$ cat config.mk
export PLATFORM = sky130hd
export DESIGN_NAME = pes_sipo_frame_rx
export DESIGN_NICKNAME = d
export VERILOG_FILES = /design/src/rtl/pes_sipo_frame_rx.sv
export SDC_FILE = /design/constraint.sdc
export NUM_CORES = 1
export LEC_CHECK = 0
export BUFFER_PORTS_ARGS = -buffer_cell sky130_fd_sc_hd__buf_2
export CORE_ASPECT_RATIO = 2
export CORE_MARGIN = 4
export CORE_UTILIZATION = 25
export DETAILED_ROUTE_END_ITERATION = 6
export GPL_ROUTABILITY_DRIVEN = 0
export GPL_TIMING_DRIVEN = 0
export MAX_ROUTING_LAYER = met4
export PLACE_DENSITY_LB_ADDON = 0.12
export SLEW_MARGIN = 20
export SYNTH_ARGS = -nofsm -noshare
export SYNTH_HDL_FRONTEND = slang
export SYNTH_SLANG_ARGS = --single-unit
$ cat constraint.sdc
create_clock -name clk -period 1.49 [get_ports clk]
set_clock_uncertainty 0.2 [all_clocks]
set_input_delay 0 -clock clk [delete_from_list [all_inputs] [get_ports clk]]
set_output_delay 0 -clock clk [all_outputs]
set_load 0.05 [all_outputs]
$ cat src/rtl/pes_sipo_frame_rx.sv
// Serial-to-parallel frame receiver: start(1) | DATA_W bits LSB-first | even parity (opt) | stop(0).
// Word appears on data_out one cycle after the stop bit; a full output slot drops the frame with an overrun pulse.
module pes_sipo_frame_rx #(
  parameter int DATA_W    = 8,
  parameter int PARITY_EN = 1
) (
  input  logic              clk,
  input  logic              reset,
  input  logic              serial_in,
  output logic [DATA_W-1:0] data_out,
  output logic              data_valid,
  input  logic              data_ready,
  output logic              parity_err,
  output logic              frame_err,
  output logic              overrun
);

  localparam int CNT_W = (DATA_W > 1) ? $clog2(DATA_W) : 1;
  localparam logic [CNT_W-1:0] LAST_BIT = CNT_W'(DATA_W - 1);
  localparam logic HAS_PARITY = (PARITY_EN != 0);

  typedef enum logic [1:0] {
    ST_IDLE   = 2'd0,
    ST_SHIFT  = 2'd1,
    ST_PARITY = 2'd2,
    ST_STOP   = 2'd3
  } state_t;

  state_t            state_q, state_d;
  logic [CNT_W-1:0]  bit_cnt_q, bit_cnt_d;
  logic [DATA_W-1:0] shift_q, shift_d;
  logic              par_acc_q, par_acc_d;
  logic [DATA_W-1:0] data_q, data_d;
  logic              valid_q, valid_d;
  logic              perr_q, perr_d;
  logic              ferr_q, ferr_d;
  logic              ovr_q, ovr_d;
  logic              accept;

  assign accept = valid_q && data_ready;

  always_comb begin
    state_d   = state_q;
    bit_cnt_d = bit_cnt_q;
    shift_d   = shift_q;
    par_acc_d = par_acc_q;
    data_d    = data_q;
    valid_d   = valid_q;
    perr_d    = perr_q;
    ferr_d    = 1'b0;
    ovr_d     = 1'b0;

    if (accept) begin
      valid_d = 1'b0;
    end

    case (state_q)
      ST_IDLE: begin
        if (serial_in) begin
          state_d   = ST_SHIFT;
          bit_cnt_d = '0;
          par_acc_d = 1'b0;
        end
      end

      ST_SHIFT: begin
        // First bit received walks down to bit 0 after DATA_W shifts.
        shift_d   = {serial_in, shift_q[DATA_W-1:1]};
        par_acc_d = par_acc_q ^ serial_in;
        bit_cnt_d = bit_cnt_q + CNT_W'(1);
        if (bit_cnt_q == LAST_BIT) begin
          bit_cnt_d = '0;
          state_d   = HAS_PARITY ? ST_PARITY : ST_STOP;
        end
      end

      ST_PARITY: begin
        par_acc_d = par_acc_q ^ serial_in;
        state_d   = ST_STOP;
      end

      ST_STOP: begin
        // The stop-cycle bit is consumed here and never restarts a frame.
        state_d = ST_IDLE;
        if (!serial_in) begin
          if (!valid_q || accept) begin
            data_d  = shift_q;
            perr_d  = HAS_PARITY & par_acc_q;
            valid_d = 1'b1;
          end else begin
            ovr_d = 1'b1;
          end
        end else begin
          ferr_d = 1'b1;
        end
      end

      default: state_d = ST_IDLE;
    endcase
  end

  always_ff @(posedge clk) begin
    if (reset) begin
      state_q   <= ST_IDLE;
      bit_cnt_q <= '0;
      shift_q   <= '0;
      par_acc_q <= 1'b0;
      data_q    <= '0;
      valid_q   <= 1'b0;
      perr_q    <= 1'b0;
      ferr_q    <= 1'b0;
      ovr_q     <= 1'b0;
    end else begin
      state_q   <= state_d;
      bit_cnt_q <= bit_cnt_d;
      shift_q   <= shift_d;
      par_acc_q <= par_acc_d;
      data_q    <= data_d;
      valid_q   <= valid_d;
      perr_q    <= perr_d;
      ferr_q    <= ferr_d;
      ovr_q     <= ovr_d;
    end
  end

  assign data_out   = data_q;
  assign data_valid = valid_q;
  assign parity_err = perr_q;
  assign frame_err  = ferr_q;
  assign overrun    = ovr_q;

endmodule

==> reports/results.ini <==
[final_layout]
stdcell_count=189
drive_gt1_share_pct=31.85
final_common_cell=dfxtp_1
fill_cells=466
final_cell_mix=dfxtp_1, nand2b_1, buf_2, mux2i_1, nor2_1
num-nets-final=148
fin_util_pct=33.38
n_antenna_cell=0
area_growth_pct=28.32

[power_and_ir_drop]
p_leak_nw=0.5662
swShare_pct=31.79
ir_worst_vdd_uv=803.4
powerDensity_mw_per_mm2=1329
clkPwrFrac_pct=19.6
comb_power_share_pct=37.3
p_int_mw=1.326
power_switching_uw=617.9
p_seq_share_pct=43.1

[setup_path]
startpoint_type=flop
crit_path_top_delay_cell=dfxtp_2
cp_common_cell=ha_4
cp.required_ns=1.47
crit_type=flop to flop
slowest_delay_ns=0.35
cp.arrival_ns=1.44
critPathBufInv=0
crit_family=flip-flops
crit_fanout=3
crit_path_end_kind=flop
crit_chain=ha_4 > ha_4 > nand2b_4 > and2_4 > o31ai_2

[status]
status=complete, no violations

[synthesis]
seq_area_frac_synth_pct=45.66
netlist_area_sq_mm=0.001140
syn_nets=123
synth_seq_cells=26
netlist_instances=112
synthTopCellsByArea=dfxtp_1, mux2i_1, nand2b_1
yosysWarnings=0
synth_top_area_cell=dfxtp_1
syn_avg_cell_area_sq_um=10.18
synth.top_cell.area_share_pct=45.66
ys_types=23

[placed_design]
dpl.hpwl_mm=1.652
place_ws_ns=-0.1069
dp_cells=180
io_buffers=14

[clock_network]
tritoncts=done
htreeDepth=1
cts_buffers=3
clk_pin_slew_ns=0.08
cts.sinks=26
clk-insertion-delay-late_ns=0.26
clockRootBuffer=clkbuf_8
clockBufferDepth=2

[timing]
max_freq_ghz=0.6863
finalSetupViolations=0
drv_slew=0
period_needed_ns=1.457
rsz0062_at_grt=true
whs_ns=0.2738
worst_slack_ns=0.03291
hold_viol_final=0
timing.slew.headroom_pct=77.78
fin_tns_setup_ns=0
post-route-period-util_pct=97.79
worst_pin_slew_ns=0.3333

[route]
dr.pass1.iters=3
avgViaCountPerCell=4.196
drt_wl_total_mm=2.316
routedWlPerCell_um=12.25
ant_nets=0
vias=793
drc_errors=0
drt_iter0_drc=7

[job]
drv_cap=0

[global_routing]
grt_pass1_wl_mm=3.822
grt_use_total_pct=8.800
grt_pass1_vias=856
grt-ovfl-total=0
grt_max_degree=14
antenna_found_initial=0

[floorplan]
initial_core_util_pct=26.01
die_area_sq_mm=0.005769
die_x_um=55.75
chipHeight_um=103.5
rows=34
io-pin-count=16
coreArea_sq_mm=0.004382

[worst_hold_path]
hp-class=flop to flop

==> metal layers <==
| metal | routed length (um) | vias to the layer above | part of all wire [%] | track usage [%] |
|---|---|---|---|---|
| met2 | 1330 | 10 | 57 | 16.24 |
| li1 | - | 419 | - | - |
| met1 | 879 | 362 | 38 | 8.441 |
| met5 | 0 | - | 0 | - |
| met3 | 82 | 2 | 3.5 | 2.112 |
| met4 | 23 | 0 | 0.99 | 4.494 |
==> metrics by stage <==
step           total power, mW  cell area [sq um]
6_report                 1.944               1463
5_1_grt                  2.094               1463
3_3_place_gp             1.318               1277
3_5_place_dp             1.335               1277
2_1_floorplan            1.227               1140
4_1_cts                  1.848               1393
==> final cells by class <==
class | count | area (sq um) | share of cell area (%)
Buffer | 6 | 41.29 | 2.823
Multi-Input combinational cell | 77 | 650.6 | 44.48
Timing Repair Buffer | 20 | 122.6 | 8.383
Clock buffer | 3 | 41.29 | 2.823
Tap cell | 54 | 67.56 | 4.619
Inverter | 3 | 13.76 | 0.9410
Sequential cell | 26 | 525.5 | 35.93
==> state kept, by name (all words and copies together), names as in the netlist <==
signal and flops:
data_out 8, shift_q 8, bit_cnt_q 3, state_q 2, data_valid 1, frame_err 1, overrun 1, par_acc_q 1
parity_err 1
==> tightest hold or removal path: stages (launching register included) <==
cell and delay [ns]:
dfxtp_1 0.31, nand2b_1 0.06, mux2i_1 0.06
==> worst paths after layout <==
kind           startpoint  slack (ns)           to  cells after the start
max          bit_cnt_q[0]        0.03   state_q[1]                      5
min           data_out[5]        0.27  data_out[5]                      2
max reg2reg  bit_cnt_q[0]        0.03   state_q[1]                      5
min reg2reg   data_out[5]        0.27  data_out[5]                      2
==> synth_stat cells (all sizes together) <==
cell,instances
a21oi,4
and2,1
o21a,1
nor2,11
a31oi,1
nor2b,2
o211a,1
nor3,3
nand2,2
buf,5
o31ai,1
inv,3
nand2b,22
ha,7
nand4b,1
mux2i,18
a32oi,1
clkbuf,1
dfxtp,26
nand4,1
==> power by group through the flow <==
stage	registers, mW	logic, mW	clock network (mW)
after floorplan	0.827	0.400	0
after global placement	0.823	0.495	0
after detailed placement	0.827	0.508	0
after CTS	0.817	0.629	0.402
after global routing	0.851	0.802	0.441
final	0.837	0.725	0.382
==> logic make-up after synthesis <==
kind of cell / after synthesis / share of synthesized area (%)
adder cells (fa/ha/maj): 7 / 7.684
AO/OA/AOI/OAI: 9 / 5.270
AND/OR/NAND/NOR: 43 / 21.30
multiplexers: 18 / 15.81
flip-flops: 26 / 45.66
buffers and inverters: 9 / 4.280
==> what timing repair did <==
action,in CTS,in global routing
buffers inserted,2,0
gates cloned,0,1
endpoints found under the setup margin,13,20
endpoints found under the hold margin,13,0
hold buffers,3,0
resized for setup,8,18
pin swaps,0,1
Power figures use the tool's default switching activity.
